### src/rtl/lmsm_pkg.sv
// Shared types and widths for the LM/SM register-list sequencer.
// The list is fixed at 8 registers for this ISA, so the index is 3 bits.
package lmsm_pkg;

  localparam int LIST_W  = 8;
  localparam int IDX_W   = 3;
  localparam int COUNT_W = 4;

  typedef enum logic [1:0] {
    IDLE = 2'd0,
    XFER = 2'd1,
    DONE = 2'd2
  } state_e;

  function automatic logic [LIST_W-1:0] idx_onehot(input logic [IDX_W-1:0] idx);
    return LIST_W'(1) << idx;
  endfunction

endpackage

### src/rtl/lmsm_sequencer_lsb_encoder.sv
// Lowest-set-bit priority encoder over the register list.
// An all-zero input reports none_o=1 with idx_o=0.
module lsb_encoder
  import lmsm_pkg::*;
(
  input  logic [LIST_W-1:0] vec_i,
  output logic [IDX_W-1:0]  idx_o,
  output logic              none_o
);

  // Scanning from the top down lets the lowest set bit win.
  always_comb begin
    idx_o  = '0;
    none_o = 1'b1;
    for (int i = LIST_W - 1; i >= 0; i--) begin
      if (vec_i[i]) begin
        idx_o  = IDX_W'(i);
        none_o = 1'b0;
      end
    end
  end

endmodule

### src/rtl/lmsm_sequencer.sv
// LM/SM sequencer: walks the latched register list lowest bit first and
// presents one register/address transfer per datapath handshake.
module lmsm_sequencer
  import lmsm_pkg::*;
#(
  parameter int ADDR_W = 16
) (
  input  logic               clk,
  input  logic               reset,
  input  logic               start,
  input  logic [LIST_W-1:0]  imm8,
  input  logic [ADDR_W-1:0]  base_addr,
  input  logic               abort,
  input  logic               xfer_ack,
  output logic               xfer_valid,
  output logic [IDX_W-1:0]   reg_idx,
  output logic [ADDR_W-1:0]  xfer_addr,
  output logic               busy,
  output logic               done,
  output logic [COUNT_W-1:0] xfer_count
);

  state_e              state_q;
  logic [LIST_W-1:0]   mask_q;
  logic [ADDR_W-1:0]   addr_q;
  logic [COUNT_W-1:0]  count_q;
  logic                valid_q;
  logic                busy_q;
  logic                done_q;

  logic [IDX_W-1:0]    lsb_idx;
  logic                lsb_none;
  logic [LIST_W-1:0]   mask_d;

  lsb_encoder u_lsb_encoder (
    .vec_i  (mask_q),
    .idx_o  (lsb_idx),
    .none_o (lsb_none)
  );

  assign mask_d = mask_q & ~idx_onehot(lsb_idx);

  // Abort outranks every other input; done is a pulse and self-clears.
  always_ff @(posedge clk or negedge reset) begin
    if (!reset) begin
      state_q <= IDLE;
      mask_q  <= '0;
      addr_q  <= '0;
      count_q <= '0;
      valid_q <= 1'b0;
      busy_q  <= 1'b0;
      done_q  <= 1'b0;
    end else begin
      done_q <= 1'b0;
      if (abort) begin
        state_q <= IDLE;
        mask_q  <= '0;
        valid_q <= 1'b0;
        busy_q  <= 1'b0;
      end else begin
        case (state_q)
          IDLE: begin
            if (start) begin
              mask_q  <= imm8;
              addr_q  <= base_addr;
              count_q <= '0;
              busy_q  <= 1'b1;
              if (imm8 == '0) begin
                state_q <= DONE;
                done_q  <= 1'b1;
              end else begin
                state_q <= XFER;
                valid_q <= 1'b1;
              end
            end
          end
          XFER: begin
            // An empty mask here can only follow a corrupted list; finish cleanly.
            if (lsb_none) begin
              state_q <= DONE;
              valid_q <= 1'b0;
              done_q  <= 1'b1;
            end else if (xfer_ack) begin
              mask_q  <= mask_d;
              addr_q  <= addr_q + ADDR_W'(1);
              count_q <= count_q + COUNT_W'(1);
              if (mask_d == '0) begin
                state_q <= DONE;
                valid_q <= 1'b0;
                done_q  <= 1'b1;
              end
            end
          end
          DONE: begin
            state_q <= IDLE;
            busy_q  <= 1'b0;
          end
          default: begin
            state_q <= IDLE;
            mask_q  <= '0;
            valid_q <= 1'b0;
            busy_q  <= 1'b0;
          end
        endcase
      end
    end
  end

  assign xfer_valid = valid_q;
  assign reg_idx    = lsb_idx;
  assign xfer_addr  = addr_q;
  assign busy       = busy_q;
  assign done       = done_q;
  assign xfer_count = count_q;

endmodule

### config.mk
export PLATFORM = sky130hd
export DESIGN_NAME = lmsm_sequencer
export DESIGN_NICKNAME = d
export VERILOG_FILES = /design/src/rtl/lmsm_pkg.sv /design/src/rtl/lmsm_sequencer_lsb_encoder.sv /design/src/rtl/lmsm_sequencer.sv
export SDC_FILE = /design/constraint.sdc
export NUM_CORES = 1
export LEC_CHECK = 0
export BUFFER_PORTS_ARGS = -buffer_cell sky130_fd_sc_hd__buf_2
export CAP_MARGIN = 5
export CELL_PAD_IN_SITES_DETAIL_PLACEMENT = 1
export CELL_PAD_IN_SITES_GLOBAL_PLACEMENT = 1
export CORE_MARGIN = 10
export CORE_UTILIZATION = 40
export DETAILED_ROUTE_END_ITERATION = 7
export PLACE_DENSITY = 0.89
export SKIP_CTS_REPAIR_TIMING = 1
export SLEW_MARGIN = 0
export SYNTH_ARGS = -nofsm -noshare
export SYNTH_HDL_FRONTEND = slang
export SYNTH_HIERARCHICAL = 1
export SYNTH_SLANG_ARGS = --single-unit
### constraint.sdc
create_clock -name clk -period 4.6 [get_ports clk]
set_input_delay 1.38 -clock clk [delete_from_list [all_inputs] [get_ports clk]]
set_output_delay 1.38 -clock clk [all_outputs]
set_load 0.02 [all_outputs]
* Word-level counts from Yosys, hierarchy flattened *
Cells that the tools add are included.

word-level totals
  logic and storage cells = 88
  input port bits = 29
  output and inout port bits = 26
  bits in registers = 33

cells by class
  equality and inequality tests = 13
  add/subtract/negate cells = 2
  bitwise gates (word level) = 3
  shift operators = 1
  reductions and logical operators = 9
  multiplexer cells = 53

operators by type and width
  cell                                             number
  two-way mux 16 bit                               3
  two-way mux 8 bit                                4
  case mux 16 bit (2 select lines)                 1
  two-way mux 3 bit                                8
  case mux 8 bit (3 select lines)                  1
  two-way mux 1 bit                                22
  adder 16 x 1 -> 16 bit, second input constant    1
  logical NOT 8 bit                                2
  two-way mux 2 bit                                6
  two-way mux 4 bit                                3
  != test 3 bit, second input constant             4
  != test 2 bit, second input constant             5
  AND reduction 5 bit                              2
  bitwise AND 8 bit                                1
  != test 4 bit, second input constant             2
  NOT 8 bit                                        1
  case mux 4 bit (2 select lines)                  1
  left shift 1 x 3 -> 8 bit, first input constant  1
  adder 4 x 1 -> 4 bit, second input constant      1
  case mux 1 bit (2 select lines)                  2
  case mux 2 bit (2 select lines)                  1
  AND reduction 4 bit                              1
  case mux 1 bit (3 select lines)                  1
  AND reduction 3 bit                              1
  other kinds (6)                                  6

* Depth between registers and ports, before layout *
Gate-level depths: netlist of run 1.

  depth after elaboration = 17
  gate-level depth with buffers = 9
  depth with buffers taken out = 8

* Modules after synthesis *
The synthesis of run 1 kept the hierarchy.

modules (own cells, without submodules)
  module          area an instance (sq um)  times used  seq. area each (sq um)  cells each
  lmsm_sequencer  1993.2                    1           825.8                   229
  lsb_encoder     86.3                      1           0.0                     14

* Least setup slack after synthesis of run 1 *
Ideal clock, no wire load.

  path type = register to output
  start = register mask_q[2]
  end = output port reg_idx[2]
  data required time = 3.220 ns
  path buffers = 0
  slack = 2.001 ns
  data arrival time = 1.219 ns
  stages on the path, launching flop included = 4
  cells stage by stage = dfrtp_1 -> nor2_1 -> nand2_1 -> a21oi_1

between the ends
  word-level cells in the longest chain between the ends = 3

RTL lines
  element                          RTL line                          source
  start: declaration               lmsm_sequencer.sv:24              logic [LIST_W-1:0] mask_q;
  start signal: assignment         lmsm_sequencer.sv:64              mask_q <= imm8;
  start signal: assignment         lmsm_sequencer.sv:84              mask_q <= mask_d;
  two-way mux 3 bit (3 in series)  lmsm_sequencer_lsb_encoder.sv:16  if (vec_i[i]) begin
  end: declaration                 lmsm_sequencer.sv:16              output logic [IDX_W-1:0] reg_idx,

Every way passes these cells.

* Final worst setup path of run 1 *
  start = register mask_q[0]
  end = output port reg_idx[2]

between the ends
  word-level cells in the longest chain between the ends = 1

RTL lines
  element            RTL line
  two-way mux 3 bit  lmsm_sequencer_lsb_encoder.sv:16

Every way passes these cells.

==> impl_metrics.env, run 1 <==
export IMPL_reg2reg_slack_ns=2.08
export IMPL_clkSlewWorstSetupHoldPaths_ns=0.07
export IMPL_slew_headroom_pct=49.3
export IMPL_gp_congestion=0.863
export IMPL_yosysTopAreaCell="dfrtp_1"
export IMPL_post_route_drc_count=0
export IMPL_setup_violations_final=0
export IMPL_wl_um=6700
export IMPL_grtUsageTotal_pct=16.1
export IMPL_holdWs_ns=0.492
export IMPL_vias_per_cell=5.86
export IMPL_yosysWarnings=6
export IMPL_period_minus_slack_ns=3.24
export IMPL_ir_drop_uv=289
export IMPL_end_kind="output port"
export IMPL_synth_fp_nets=274
export IMPL_synth_seq_cells=33
export IMPL_hold_viol=0
export IMPL_arrival_ns=1.86
export IMPL_fp_dieH_um=92.1
export IMPL_rows=26
export IMPL_synth_enable_flop_cells=0
export IMPL_holdPathStages=1
export IMPL_fin_crit_sh_pct=70.3
export IMPL_yosysMostFrequentCell="dfrtp_1"
export IMPL_dieWidth_um=92.1
export IMPL_final_nets=324
export IMPL_dr_pass1_iters=4
export IMPL_synthCells=243
export IMPL_ys_async_sr_fraction_pct=100
export IMPL_portBuffers=54
export IMPL_finalClockSkew_ns=0.00812
export IMPL_coreArea_mm2=0.00507
export IMPL_drt_initial_drc_count=109
export IMPL_hp_start="busy"
export IMPL_outcome="completed"
export IMPL_synth_area_mm2=0.00208
export IMPL_final_core_util_pct=48.4
export IMPL_r2r_end="xfer_addr[7]"
export IMPL_fmax_mhz=309
export IMPL_setup_tns_ns=0
export IMPL_route_vias_total=2127
export IMPL_holdPathEnd="busy"
export IMPL_clkLatencyLatePin_ns=0.29
export IMPL_power_density_mw_per_mm2=702
export IMPL_cts_root_buffer="clkbuf_8"
export IMPL_cp_required_ns=3.22
export IMPL_rr_worst_depth=6
export IMPL_layout_drive_gt1_share_pct=25.3
export IMPL_cts_num_sinks=33
export IMPL_critPathMaxFanout=9
export IMPL_area_delta_synth_final_pct=18.2
export IMPL_grt_pass1_vias=2263
export IMPL_rsz0062_at_grt="no"
export IMPL_n_fill_cell=653
export IMPL_grt_max_degree=34
export IMPL_synth_top_area_share_pct=39.7
export IMPL_place_hpwl_um=4910
export IMPL_ant_nets=0
export IMPL_drv_cap=0
export IMPL_cts_buffers=5
export IMPL_initial_core_util_pct=41.0
export IMPL_power_leakage_nw=1.10
export IMPL_grt_pass1_wl_um=11400
export IMPL_min_path_type="reg -> reg"
export IMPL_syn_avg_cell_area_um2=8.56
export IMPL_htree_num_levels=2
export IMPL_tightest_slew_ns=0.760
export IMPL_antenna_found_initial=0
export IMPL_synth_area_leaders="dfrtp_1 40%, nand2_1 5.4%, a21oi_1 5.3%, nor2_1 4.0%, nand3_1 3.1%"
export IMPL_synth_distinct_cells=54
export IMPL_yosysSeqAreaShare_pct=39.7
export IMPL_ys_flop_type="dfrtp_1"
export IMPL_overflow=0
export IMPL_io_pins=55
export IMPL_synthTopCellsByCount="33 x dfrtp_1, 30 x nand2_1, 22 x a21oi_1, 22 x nor2_1, 13 x nand3_1"
export IMPL_insertedDiodeCount=0
export IMPL_cts_tree="done"
export IMPL_slew_violations=0
export IMPL_die_area_mm2=0.00848
export IMPL_startpoint_type="register"
export IMPL_detail_route_wl_per_cell_um=18.5
export IMPL_cts_max_path_buffers=2
export IMPL_path_class="reg -> out"
export IMPL_worstReg2RegStart="mask_q[7]"
## area by class of cell
| type | count | area, um^2 | area share [%] |
|---|---|---|---|
| multi-input combinational | 192 | 1150 | 47.0 |
| sequential | 33 | 826 | 33.6 |
| tap | 70 | 87.6 | 3.56 |
| clock buffer | 7 | 86.3 | 3.51 |
| timing repair buffer | 56 | 285 | 11.6 |
| inverter | 5 | 18.8 | 0.763 |
## how the worst max path moves through the flow
stage	from	end	slack [ns]
after CTS	mask_q[2]	reg_idx[2]	1.41
after floorplan	mask_q[2]	reg_idx[2]	2.00
final	mask_q[0]	reg_idx[2]	1.36
after global placement	abort	xfer_addr[7]	1.45
after detailed placement	abort	xfer_addr[13]	1.32
after global routing	mask_q[2]	reg_idx[2]	1.23
## state kept, by name, summed over array words and instances (netlist names)
register and flops:
state_q 2, done 1, xfer_addr 16, mask_q 8, xfer_valid 1, busy 1
xfer_count 4
## cell usage in the layout, fill, tap and decap left out, drive strengths merged, types with 4 or more instances in the layout
cell,count
a21oi,22
a31oi,4
a32oi,5
and3,4
buf,56
clkbuf,7
dfrtp,33
inv,5
mux2,6
nand2,30
nand2b,4
nand3,13
nand4,4
nor2,24
nor2b,6
nor3,4
o21ai,17
o22ai,6
## report_power, final
part           leakage, nW  internal [mW]  total [mW]  switching [mW]
Combinational        0.644          0.337       0.921           0.583
Clock               0.0443          0.119       0.229           0.110
Sequential           0.413          0.404       0.576           0.172
Total                 1.10          0.860        1.73           0.865
## per-layer routing
metal	up-vias	routed length (um)	GRT usage, %
li1	1005	-	-
met1	1049	3000	19.3
met2	62	3230	27.4
met3	11	383	4.16
met4	0	86	4.88
met5	-	0	0
## logic make-up after synthesis
family,Yosys count,synth area share [%]
adders and majority gates,2,1.20
AOI/OAI and AO/OA,80,25.6
muxes,7,3.73
and+or+nand+nor,102,24.5
xor gates and xnor gates,1,0.421
DFF,33,39.7
buffers and inverters,18,4.75
## metrics by stage
step / instances / setup slack (ns) / instance area, um^2 / total power [mW]
after global routing: 363 / 1.23 / 2460 / 1.87
after global placement: 356 / 1.45 / 2370 / 1.45
after detailed placement: 356 / 1.32 / 2370 / 1.49
final: 363 / 1.36 / 2460 / 1.73
after CTS: 363 / 1.41 / 2460 / 1.73
after floorplan: 243 / 2.00 / 2080 / 1.21
## worst max-delay path, cell delays in order (launching register included)
cell	delay [ns]
dfrtp_1	0.46
nor2_1	0.17
nand2_1	0.07
a21oi_1	0.58
buf_2	0.29
No activity file was read; power rests on OpenSTA's default activity.
==> run 2: changes to the inputs <==
--- a/config.mk
+++ b/config.mk
@@ -10,9 +10,9 @@
 export CELL_PAD_IN_SITES_DETAIL_PLACEMENT = 1
 export CELL_PAD_IN_SITES_GLOBAL_PLACEMENT = 1
 export CORE_MARGIN = 10
-export CORE_UTILIZATION = 40
+export CORE_UTILIZATION = 35
 export DETAILED_ROUTE_END_ITERATION = 7
-export PLACE_DENSITY = 0.89
+export PLACE_DENSITY = 0.83
 export SKIP_CTS_REPAIR_TIMING = 1
 export SLEW_MARGIN = 0
 export SYNTH_ARGS = -nofsm -noshare
==> constraint.sdc (replaced) <==
create_clock -name clk -period 2.8 [get_ports clk]
set_input_delay 0.84 -clock clk [delete_from_list [all_inputs] [get_ports clk]]
set_output_delay 0.84 -clock clk [all_outputs]
set_load 0.02 [all_outputs]
==> run 2 against run 1 <==
Effect of this change:
- clock skew fell by 0.0016 ns
- largest power group unchanged
- sequential share of layout area fell by 0.74 points
- cell count rose by 2.8%
- clock-buffer cell count did not move
- cell area rose by 2.2%
- non-clock buffer count rose by 5
- global-route usage fell by 2.4 points
- via count rose by 0.14%
==> impl_metrics.env, run 2 (synthesized netlist as in run 1, its figures left out) <==
export IMPL_antenna_found_initial=0
export IMPL_initial_core_util_pct=35.5
export IMPL_layout_drive_gt1_share_pct=26.5
export IMPL_end_kind="output port"
export IMPL_cp_required_ns=1.96
export IMPL_wl_um=6680
export IMPL_cts_max_path_buffers=2
export IMPL_setup_violations_final=0
export IMPL_post_route_drc_count=0
export IMPL_grt_max_degree=34
export IMPL_insertedDiodeCount=0
export IMPL_clkSlewWorstSetupHoldPaths_ns=0.07
export IMPL_crit_chain="inv_1, a21oi_1, o41ai_4, buf_4, buf_2"
export IMPL_path_buf_inv=3
export IMPL_final_nets=329
export IMPL_final_area_mm2=0.00251
export IMPL_period_minus_slack_ns=2.56
export IMPL_critPathMaxFanout=7
export IMPL_fmax_mhz=391
export IMPL_vias_per_cell=5.71
export IMPL_detail_route_wl_per_cell_um=17.9
export IMPL_clkLatencyLatePin_ns=0.29
export IMPL_dr_pass1_iters=4
export IMPL_power_leakage_nw=1.13
export IMPL_slew_violations=0
export IMPL_cts_num_sinks=33
export IMPL_portBuffers=54
export IMPL_final_core_util_pct=43.0
export IMPL_hold_viol=0
export IMPL_setup_tns_ns=0
export IMPL_max_stage_delay_ns=0.45
export IMPL_place_area_mm2=0.00242
export IMPL_drt_initial_drc_count=49
export IMPL_fp_dieH_um=97.1
export IMPL_io_pins=55
export IMPL_cts_buffers=5
export IMPL_holdWs_ns=0.489
export IMPL_grt_pass1_wl_um=11000
export IMPL_ir_drop_uv=541
export IMPL_htree_num_levels=2
export IMPL_arrival_ns=1.72
export IMPL_place_hpwl_um=4970
export IMPL_grt_pass1_vias=2193
export IMPL_outcome="completed"
export IMPL_rsz0062_at_grt="no"
export IMPL_startpoint_type="register"
export IMPL_tightest_slew_ns=0.783
export IMPL_n_fill_cell=750
export IMPL_slew_headroom_pct=47.8
export IMPL_critical_path_slowest_cell="dfrtp_1"
export IMPL_ant_nets=0
export IMPL_final_common_cell="buf_2"
export IMPL_crit_family="compound AO/OA/AOI/OAI gates"
export IMPL_overflow=0
export IMPL_route_vias_total=2130
export IMPL_cts_root_buffer="clkbuf_8"
export IMPL_area_delta_synth_final_pct=20.9
export IMPL_grtUsageTotal_pct=13.7
export IMPL_finalClockSkew_ns=0.00649
export IMPL_power_density_mw_per_mm2=1140
export IMPL_die_area_mm2=0.00942
export IMPL_rows=28
export IMPL_min_path_type="reg -> reg"
export IMPL_dieWidth_um=97.1
export IMPL_layout_common_cells="54 x buf_2, 33 x dfrtp_1, 30 x nand2_1, 22 x nor2_1, 22 x a21oi_1"
export IMPL_cts_tree="done"
export IMPL_drv_cap=0
export IMPL_path_class="reg -> out"
export IMPL_gp_congestion=0.804
export IMPL_coreArea_mm2=0.00585
export IMPL_largest_register_ffs=16
export IMPL_fin_crit_sh_pct=91.4
## run 2: layout make-up
class / count / area (um^2) / area share [%]
multi-input cells: 192 / 1170 / 46.4
repair buffers: 61 / 323 / 12.8
clock buffers: 7 / 86.3 / 3.43
inverters: 5 / 18.8 / 0.747
well taps: 75 / 93.8 / 3.73
flip-flops and latches: 33 / 826 / 32.9
## run 2: per-layer routing
metal / routed length [um] / vias up / share of wire (%) / track usage (%)
li1: - / 1011 / - / -
met1: 3000 / 1056 / 45 / 17.1
met2: 3240 / 57 / 49 / 22.2
met3: 367 / 6 / 5.5 / 3.77
met4: 67 / 0 / 1.0 / 4.09
met5: 0 / - / 0 / 0
## run 2: where the power goes
group / internal [mW] / switching [mW]
registers: 0.664 / 0.272
clock network: 0.195 / 0.178
logic: 0.591 / 0.967
total: 1.45 / 1.42
## run 2: through the flow
step	instances	power (mW)	setup WS [ns]
2_1_floorplan	243	2.00	0.548
3_5_place_dp	366	2.48	0.479
5_1_grt	373	3.10	0.144
4_1_cts	373	2.86	0.152
3_3_place_gp	366	2.42	0.522
6_report	373	2.87	0.242
## run 2: worst reg2reg max path, stage by stage, from the launching register on
cell	delay (ns)
dfrtp_1	0.45
inv_1	0.09
a21oi_1	0.11
o41ai_4	0.39
buf_4	0.23
mux2i_1	0.19
o2bb2ai_1	0.14
o2111ai_1	0.20
a21oi_1	0.24
a31o_1	0.16
## run 2: worst paths after layout
| check | from | endpoint | slack [ns] | cells past startpoint |
|---|---|---|---|---|
| worst max-delay path | mask_q[6] | reg_idx[0] | 0.24 | 5 |
| worst min-delay path | busy | busy | 0.49 | 1 |
| worst max register to register | mask_q[6] | done | 0.55 | 9 |
| worst min register to register | busy | busy | 0.49 | 1 |
| max in group asynchronous | reset | xfer_count[3] | 1.67 | 1 |
| min in group asynchronous | reset | xfer_addr[6] | 0.62 | 1 |
==> run 3: changes to the inputs <==
--- a/config.mk
+++ b/config.mk
@@ -9,7 +9,6 @@
 export CAP_MARGIN = 5
 export CELL_PAD_IN_SITES_DETAIL_PLACEMENT = 1
 export CELL_PAD_IN_SITES_GLOBAL_PLACEMENT = 1
-export CORE_MARGIN = 10
 export CORE_UTILIZATION = 35
 export DETAILED_ROUTE_END_ITERATION = 7
 export PLACE_DENSITY = 0.83
==> run 3 against run 2 <==
Effect of this change:
- clock power about the same
- cell count decreased by 1.1%
- fmax decreased by 5.2%
- worst hold slack improved by 0.028 ns
- utilization increased by 1.5 points
- setup slack got worse by 0.14 ns
- wire length decreased by 4.2%
- power decreased by 0.66%
- first-iteration DRC count increased by 140%
- global-route usage increased by 9.1 points
- critical path depth decreased by 1
==> impl_metrics.env, run 3 (synthesized netlist as in run 1, its figures left out) <==
export IMPL_outcome="completed"
export IMPL_layout_setup_ws_ns=0.101
export IMPL_io_pins=55
export IMPL_power_leakage_nw=1.12
export IMPL_hp_start="busy"
export IMPL_drt_initial_drc_count=119
export IMPL_internal_power_mw=1.43
export IMPL_cp_required_ns=1.96
export IMPL_clkLatencyLatePin_ns=0.29
export IMPL_cts_tree="done"
export IMPL_dr_pass1_iters=4
export IMPL_ir_drop_uv=564
export IMPL_grt_max_degree=34
export IMPL_swShare_pct=49.6
export IMPL_clkSlewWorstSetupHoldPaths_ns=0.07
export IMPL_seqPwrFrac_pct=33.1
export IMPL_route_vias_total=2152
export IMPL_rsz0062_at_grt="no"
export IMPL_end_kind="output port"
export IMPL_final_core_util_pct=44.4
export IMPL_initial_core_util_pct=37.1
export IMPL_reg2reg_slack_ns=0.42
export IMPL_cts_buffers=5
export IMPL_setup_violations_final=0
export IMPL_worstReg2RegStart="mask_q[7]"
export IMPL_portBuffers=54
export IMPL_fp_dieH_um=79.1
export IMPL_largest_register_ffs=16
export IMPL_finalClockSkew_ns=0.00538
export IMPL_antenna_found_initial=0
export IMPL_fmax_mhz=370
export IMPL_die_area_mm2=0.00625
export IMPL_coreArea_mm2=0.00561
export IMPL_grtUsageTotal_pct=22.7
export IMPL_cts_root_buffer="clkbuf_8"
export IMPL_setup_tns_ns=0
export IMPL_post_place_ws_ns=0.402
export IMPL_insertedDiodeCount=0
export IMPL_dieWidth_um=79.1
export IMPL_slew_headroom_pct=48.4
export IMPL_gp_congestion=0.837
export IMPL_pwr_share_clk_pct=13.2
export IMPL_holdWs_ns=0.517
export IMPL_layout_drive_gt1_share_pct=26.3
export IMPL_crit_family="compound AO/OA/AOI/OAI gates"
export IMPL_period_minus_slack_ns=2.70
export IMPL_wl_um=6400
export IMPL_vias_per_cell=5.83
export IMPL_overflow=0
export IMPL_cts_max_path_buffers=2
export IMPL_min_path_type="reg -> reg"
export IMPL_place_hpwl_um=4700
export IMPL_htree_num_levels=2
export IMPL_critical_path_slowest_cell="dfrtp_1"
export IMPL_rows=27
export IMPL_layout_common_cells="54 x buf_2, 33 x dfrtp_1, 30 x nand2_1, 22 x nor2_1, 22 x a21oi_1"
export IMPL_post_route_drc_count=0
export IMPL_drv_cap=0
export IMPL_grt_pass1_vias=2151
export IMPL_startpoint_type="register"
export IMPL_path_buf_inv=2
export IMPL_crit_chain="a21oi_1, o41ai_2, buf_4, buf_2"
export IMPL_path_class="reg -> out"
export IMPL_crit_start="mask_q[7]"
export IMPL_area_delta_synth_final_pct=19.8
export IMPL_hold_viol=0
export IMPL_power_density_mw_per_mm2=1140
export IMPL_power_mw=2.85
export IMPL_slew_violations=0
export IMPL_pwr_share_comb_pct=53.7
export IMPL_critPathMaxFanout=8
export IMPL_fin_crit_sh_pct=96.4
export IMPL_final_nets=328
export IMPL_max_stage_delay_ns=0.52
export IMPL_cts_num_sinks=33
export IMPL_grt_pass1_wl_um=10900
export IMPL_detail_route_wl_per_cell_um=17.3
export IMPL_final_common_cell="buf_2"
export IMPL_ant_nets=0
export IMPL_power_switching_mw=1.41
export IMPL_tightest_slew_ns=0.774
export IMPL_n_fill_cell=712
export IMPL_arrival_ns=1.86
## run 3: final timing paths
path	to	cells after the start
min in group asynchronous	xfer_addr[4]	1
max in group asynchronous	xfer_addr[0]	1
worst max-delay path	reg_idx[0]	4
worst min-delay path	busy	1
worst min register to register	busy	1
worst max register to register	state_q[1]	8
## run 3: metal layers
metal  routed length, um  up-vias  track usage, %
met1                2900     1080            29.7
met3                 241        6            3.91
li1                    -     1016               -
met2                3200       50            38.5
met4                  61        0            6.36
met5                   0        -               0
## run 3: stage by stage
stage | instance area [um^2] | cells
6_report | 2490 | 369
5_1_grt | 2490 | 369
4_1_cts | 2490 | 369
3_5_place_dp | 2400 | 362
3_3_place_gp | 2400 | 362
2_1_floorplan | 2080 | 243
## run 3: power by group through the flow
| stage | sequential (mW) | combinational (mW) | clock, mW |
|---|---|---|---|
| finish | 0.942 | 1.53 | 0.375 |
| global placement | 0.931 | 1.48 | 0 |
| global route | 0.980 | 1.69 | 0.403 |
| detailed placement | 0.945 | 1.53 | 0 |
| floorplan | 1.03 | 0.965 | 0 |
| CTS | 0.937 | 1.54 | 0.383 |
## run 3: cell type report
type	count	area [um^2]	area share [%]
inverters	5	18.8	0.753
flip-flops and latches	33	826	33.1
well taps	72	90.1	3.62
multi-input cells	192	1150	46.4
clock buffers	7	86.3	3.47
repair buffers	60	315	12.7
